<file path="src/rtl/pc_seq_pkg.sv">
// Shared types and constants for the PC sequencer and its target calculator.
package pc_seq_pkg;

   localparam int              PC_W        = 64;
   localparam logic [PC_W-1:0] PC_INCR_DEF = 64'd4;

   typedef enum logic [2:0] {
      BOOT,
      FETCH,
      WAIT,
      HOLD,
      REDIRECT,
      TRAP
   } seq_state_t;

endpackage

</file>
<file path="src/rtl/pc_target_calc.sv">
// Branch taken decode and target address (BrPC + imm*4, wrapping modulo 2^64).
// PC_SEQ_ALIGN_TRAP_EN: keep raw target and report misalignment instead of clearing bits[1:0].
module pc_target_calc
   import pc_seq_pkg::*;
(
   input  logic                   br_valid,
   input  logic                   branch,
   input  logic                   alu_zero,
   input  logic                   uncond,
   input  logic [PC_W-1:0]        br_pc,
   input  logic signed [PC_W-1:0] br_imm,
   output logic                   taken,
   output logic [PC_W-1:0]        target
`ifdef PC_SEQ_ALIGN_TRAP_EN
   ,
   output logic                   misalign
`endif
);

   logic [PC_W-1:0] offset;
   logic [PC_W-1:0] sum;

   assign taken  = br_valid && ((alu_zero && branch) || uncond);
   assign offset = br_imm <<< 2;
   assign sum    = br_pc + offset;

`ifdef PC_SEQ_ALIGN_TRAP_EN
   assign target   = sum;
   assign misalign = |sum[1:0];
`else
   assign target   = sum & {{(PC_W-2){1'b1}}, 2'b00};
`endif

endmodule

</file>
<file path="src/rtl/pc_sequencer.sv">
// Fetch PC sequencer: issues fetches, steps the PC, redirects on taken branches.
// PC_SEQ_ALIGN_TRAP_EN: misaligned branch targets park the sequencer in TRAP until reset.
module pc_sequencer
   import pc_seq_pkg::*;
#(
   parameter logic [PC_W-1:0] RESET_PC = 64'h0,
   parameter logic [PC_W-1:0] PC_INCR  = PC_INCR_DEF
) (
   input  logic                   CLK,
   input  logic                   Reset,
   output logic                   FetchValid,
   input  logic                   FetchReady,
   output logic [PC_W-1:0]        FetchPC,
   input  logic                   InstrValid,
   input  logic                   Stall,
   input  logic                   BrValid,
   input  logic [PC_W-1:0]        BrPC,
   input  logic signed [PC_W-1:0] BrImm,
   input  logic                   Branch,
   input  logic                   ALUZero,
   input  logic                   Uncondbranch,
   output logic                   Flush,
   output logic [PC_W-1:0]        CurrentPC,
   output logic                   Trap
);

   seq_state_t      state, state_nx;
   logic [PC_W-1:0] pc_q, pc_nx;
   logic            outst_q, outst_nx;
   logic            fv_q, flush_q, flush_nx;
   logic            taken, br_ok;
   logic [PC_W-1:0] target;
`ifdef PC_SEQ_ALIGN_TRAP_EN
   logic            misalign;
   logic            trap_q;
`endif

   pc_target_calc u_tgt (
      .br_valid (BrValid),
      .branch   (Branch),
      .alu_zero (ALUZero),
      .uncond   (Uncondbranch),
      .br_pc    (BrPC),
      .br_imm   (BrImm),
      .taken    (taken),
      .target   (target)
`ifdef PC_SEQ_ALIGN_TRAP_EN
      ,
      .misalign (misalign)
`endif
   );

   // Branches only count while a fetch stream is live.
   assign br_ok = taken && (state == FETCH || state == WAIT || state == HOLD);

   always_comb begin
      state_nx = state;
      pc_nx    = pc_q;
      outst_nx = outst_q;
      flush_nx = 1'b0;

      if (fv_q && FetchReady)
         outst_nx = 1'b1;
      else if (InstrValid)
         outst_nx = 1'b0;

      if (br_ok) begin
         pc_nx    = target;
         flush_nx = 1'b1;
         state_nx = REDIRECT;
`ifdef PC_SEQ_ALIGN_TRAP_EN
         if (misalign)
            state_nx = TRAP;
`endif
      end else begin
         case (state)
            BOOT:     state_nx = FETCH;
            FETCH:    if (fv_q && FetchReady) state_nx = WAIT;
            WAIT: begin
               if (InstrValid) begin
                  if (Stall) begin
                     state_nx = HOLD;
                  end else begin
                     pc_nx    = pc_q + PC_INCR;
                     state_nx = FETCH;
                  end
               end
            end
            HOLD: begin
               if (!Stall) begin
                  pc_nx    = pc_q + PC_INCR;
                  state_nx = FETCH;
               end
            end
            // The killed fetch's response is swallowed here without touching the PC.
            REDIRECT: if (!outst_q || InstrValid) state_nx = FETCH;
            TRAP:     state_nx = TRAP;
            default:  state_nx = BOOT;
         endcase
      end
   end

   always_ff @(posedge CLK or posedge Reset) begin
      if (Reset) begin
         state   <= BOOT;
         pc_q    <= RESET_PC;
         outst_q <= 1'b0;
         fv_q    <= 1'b0;
         flush_q <= 1'b0;
      end else begin
         state   <= state_nx;
         pc_q    <= pc_nx;
         outst_q <= outst_nx;
         fv_q    <= (state_nx == FETCH);
         flush_q <= flush_nx;
      end
   end

`ifdef PC_SEQ_ALIGN_TRAP_EN
   always_ff @(posedge CLK or posedge Reset) begin
      if (Reset) trap_q <= 1'b0;
      else       trap_q <= (state_nx == TRAP);
   end
   assign Trap = trap_q;
`else
   assign Trap = 1'b0;
`endif

   assign FetchValid = fv_q;
   assign FetchPC    = pc_q;
   assign CurrentPC  = pc_q;
   assign Flush      = flush_q;

endmodule

</file>
<file path="config.mk">
export PLATFORM = sky130hd
export DESIGN_NAME = pc_sequencer
export DESIGN_NICKNAME = d
export VERILOG_FILES = /design/src/rtl/pc_seq_pkg.sv /design/src/rtl/pc_target_calc.sv /design/src/rtl/pc_sequencer.sv
export SDC_FILE = /design/constraint.sdc
export NUM_CORES = 1
export LEC_CHECK = 0
export ABC_CLOCK_PERIOD_IN_PS = 7400
export BUFFER_PORTS_ARGS = -buffer_cell sky130_fd_sc_hd__buf_2
export CORE_ASPECT_RATIO = 1.5
export CORE_MARGIN = 4
export CORE_UTILIZATION = 56
export DETAILED_ROUTE_END_ITERATION = 10
export PLACE_DENSITY = 0.94
export SYNTH_ARGS = -nofsm -noshare
export SYNTH_HDL_FRONTEND = slang
export SYNTH_SLANG_ARGS = --single-unit
</file>
<file path="constraint.sdc">
create_clock -name CLK -period 7.4 [get_ports CLK]
set_clock_uncertainty 0.15 [all_clocks]
set_input_delay 0.74 -clock CLK [delete_from_list [all_inputs] [get_ports CLK]]
set_output_delay 0.74 -clock CLK [all_outputs]
set_load 0.01 [all_outputs]
</file>
==> flow_summary.json <==
{
  "vdd_drop_max_v": 0.000134,
  "crit_family": "compound AO/OA/AOI/OAI gates",
  "max_stage_delay_ps": 790,
  "wl_per_cell_um": 17.6,
  "p_switching_uw": 1160,
  "pin_count": 268,
  "grt_overflow": 0,
  "area_delta_synth_final_pct": 14.4,
  "hold_violations": 0,
  "syn_area_um2": 7790,
  "status": "finished, final reports clean",
  "ctsRootBufferMaster": "clkbuf_16",
  "ctsResizeCount": 0,
  "gp_congestion": 0.951,
  "drt_first_pass_iters": 8,
  "worst_pin_slew_ps": 1130,
  "max_freq_mhz": 221,
  "crit_required_ps": 7430,
  "critPathSlowestCell": "a2111oi_0",
  "whs_ps": 390,
  "first_iter_violations": 725,
  "synthAdderAreaFrac_pct": 10.2,
  "post_cts_buffers": 0,
  "synth_top_family_by_area": "compound AO/OA/AOI/OAI gates",
  "maxSlewHeadroom_pct": 22.9,
  "cts_buffers": 9,
  "setup.worst_path.end_class": "register",
  "reg2reg_slack_ps": 3980,
  "grt_max_degree": 76,
  "syn_avg_cell_area_um2": 7.73,
  "reg2reg_from": "state[2]",
  "ctsHoldBuffers": 0,
  "antenna_found_initial": 0,
  "regArea_um2": 1700,
  "path_buf_inv": 1,
  "fp.dieW_um": 104,
  "min_period_ps": 4530,
  "cts_tree": "done",
  "power_frac_comb_pct": 50.1,
  "design.die.area_um2": 15900,
  "path_depth": 13,
  "path_clk_slew_ps": 60,
  "final_common_cell": "buf_2",
  "worstRegToRegCells": 9,
  "setup_viol": 0,
  "drv_slew": 0,
  "critical_path_class": "primary input to register",
  "cp.arrival_ps": 4550,
  "die-height_um": 152,
  "fin_ws_ps": 2870,
  "fin_area_um2": 8910,
  "n_antenna_cell": 0,
  "min_path_type": "register to register",
  "clk_latency_ps": 330,
  "cp-startpoint": "BrPC[2]",
  "worstPathCellList": "buf_2, ha_1, fa_1, a211oi_1, o211ai_1, a221oi_2, o211ai_1, a22o_1, a2111oi_0, nor3_1, nor3_1, xor2_1, o21ai_0",
  "synth_simple_gate_area_share_pct": 21.3,
  "placed_area_um2": 8610,
  "min_from": "FetchValid",
  "start_kind": "primary input",
  "htreeDepth": 3,
  "synthFlopType": "dfrtp_1",
  "synth-edff-count": 0,
  "drc_errors": 0,
  "pre_cts_ws_ps": 2730,
  "grt_pass1_wl_um": 38500,
  "core_area_um2": 13500,
  "finalSetupTns_ps": 0,
  "drtAntennaViolNets": 0,
  "layout_common_cells": "258 x buf_2, 119 x nand2_1, 79 x a21oi_1",
  "rsz0062_at_grt": "no",
  "synth_cell_type_count": 70,
  "cap_violations": 0,
  "p_per_area_nw_per_um2": 284,
  "vias_per_cell": 6.13,
  "seqPwrFrac_pct": 32.7,
  "p_leak_uw": 0.00434,
  "nets": 1367,
  "place.port_buffers": 258,
  "fin_crit_sh_pct": 61.2,
  "p_clk_share_pct": 17.2,
  "swShare_pct": 45.7,
  "whs_endpoint": "outst_q",
  "async_flop_share_pct": 100,
  "clock-sinks": 68,
  "clk_path_buf_depth": 2,
  "intPower_uw": 1370,
  "fillers": 1120,
  "syn_inst": 1007,
  "yosys_warnings": 0,
  "num_rows": 52,
  "vias": 8179,
  "yosysSeqAreaShare_pct": 21.9,
  "multi_input_area_um2": 5310,
  "wl_um": 23500,
  "hold_depth": 1,
  "hpwl_um": 18600,
  "first_global_vias": 8174,
  "path_max_fanout": 4,
  "drive_gt1_share_pct": 25.3,
  "muxShareOfSynthArea_pct": 0.787,
  "yosys_register_bits": 68,
  "reg2reg_to": "CurrentPC[62]",
  "synth_xor_area_share_pct": 12.8,
  "grt.total_usage_pct": 28.7,
  "initial_core_util_pct": 57.5,
  "synth_compound_area_share_pct": 22.9
}
## flip-flops by register name (all words and copies together) (netlist names)
name / cells
Flush: 1
outst_q: 1
FetchValid: 1
state: 3
CurrentPC: 62
## synthesized netlist by cell type (3+ instances only)
| master | count | share of area (%) |
|---|---|---|
| and4_1 | 8 | 0.90 |
| nor2_1 | 61 | 2.9 |
| xnor2_1 | 66 | 7.4 |
| a211oi_1 | 10 | 0.96 |
| nand3_1 | 29 | 1.9 |
| xor2_1 | 48 | 5.4 |
| dfrtp_1 | 68 | 22 |
| nor3_2 | 4 | 0.51 |
| and3_1 | 17 | 1.4 |
| mux2i_1 | 5 | 0.64 |
| nand2b_1 | 9 | 0.72 |
| nor2b_1 | 4 | 0.32 |
| o21ai_1 | 17 | 1.1 |
| o21bai_1 | 12 | 1.2 |
| o21ai_0 | 78 | 5.0 |
| nor3_1 | 13 | 0.84 |
| a21oi_1 | 79 | 5.1 |
| nor4_1 | 8 | 0.64 |
| inv_1 | 23 | 1.1 |
| o21a_1 | 5 | 0.48 |
| a31oi_1 | 13 | 1.0 |
| clkbuf_1 | 39 | 1.9 |
| nand2_1 | 119 | 5.7 |
| a21o_1 | 36 | 3.5 |
| ha_1 | 62 | 10 |
| or3_1 | 3 | 0.24 |
| nand4_1 | 31 | 2.5 |
| o31ai_1 | 5 | 0.48 |
| buf_4 | 67 | 6.5 |
| a2111oi_0 | 4 | 0.45 |
| o211ai_1 | 5 | 0.48 |
| buf_1 | 3 | 0.14 |
| buf_2 | 4 | 0.26 |
| and2_1 | 8 | 0.64 |
## cells by family after synthesis
family                   count (synthesis)
AND/OR/NAND/NOR                        328
AO/OA/AOI/OAI                          289
buffers and inverters                  138
XOR/XNOR                               114
flip-flops                              68
adder cells (fa/ha/maj)                 63
multiplexers                             6
other                                    1
## per-layer routing
| layer | track usage [%] | share of wire, % | vias up |
|---|---|---|---|
| li1 | - | - | 3861 |
| met1 | 30.9 | 36 | 3758 |
| met3 | 3.65 | 6.6 | 116 |
| met5 | 0 | 0 | - |
| met2 | 52.1 | 51 | 444 |
| met4 | 18.5 | 6.0 | 0 |
## power groups by stage
stage	combinational (µW)	clock [µW]	sequential, µW
floorplan	907	0	823
global placement	1230	0	807
detailed placement	1260	0	820
CTS	1270	441	819
global route	1390	458	859
finish	1270	436	829
## metrics by stage
stage	utilization, %	power (µW)	cells
5_1_grt	65.8	2710	1334
2_1_floorplan	-	1730	1011
6_report	65.8	2530	1334
3_3_place_gp	63.6	2040	1318
4_1_cts	65.8	2530	1334
3_5_place_dp	63.6	2080	1318
## cell type report
cell class	count	area share (%)
clock buffer	12	2.88
clock inverter	4	0.534
inverter	23	0.969
multi-input combinational	805	59.6
sequential	68	19.1
tap	162	2.27
timing repair buffer	260	14.7
## worst register-to-register path: cells and delay by family, from the launching register on
family | cells | cell delay [ps]
DFF | 1 | 450
xor gates and xnor gates | 1 | 80
AOI/OAI and AO/OA | 1 | 230
and+or+nand+nor | 7 | 2430
## how the worst max path moves through the flow
| stage | end |
|---|---|
| 5_1_grt | CurrentPC[60] |
| 6_report | CurrentPC[60] |
| 2_1_floorplan | CurrentPC[60] |
| 4_1_cts | CurrentPC[60] |
| 3_5_place_dp | CurrentPC[60] |
| 3_3_place_gp | CurrentPC[60] |
Power figures use the tool's default switching activity.
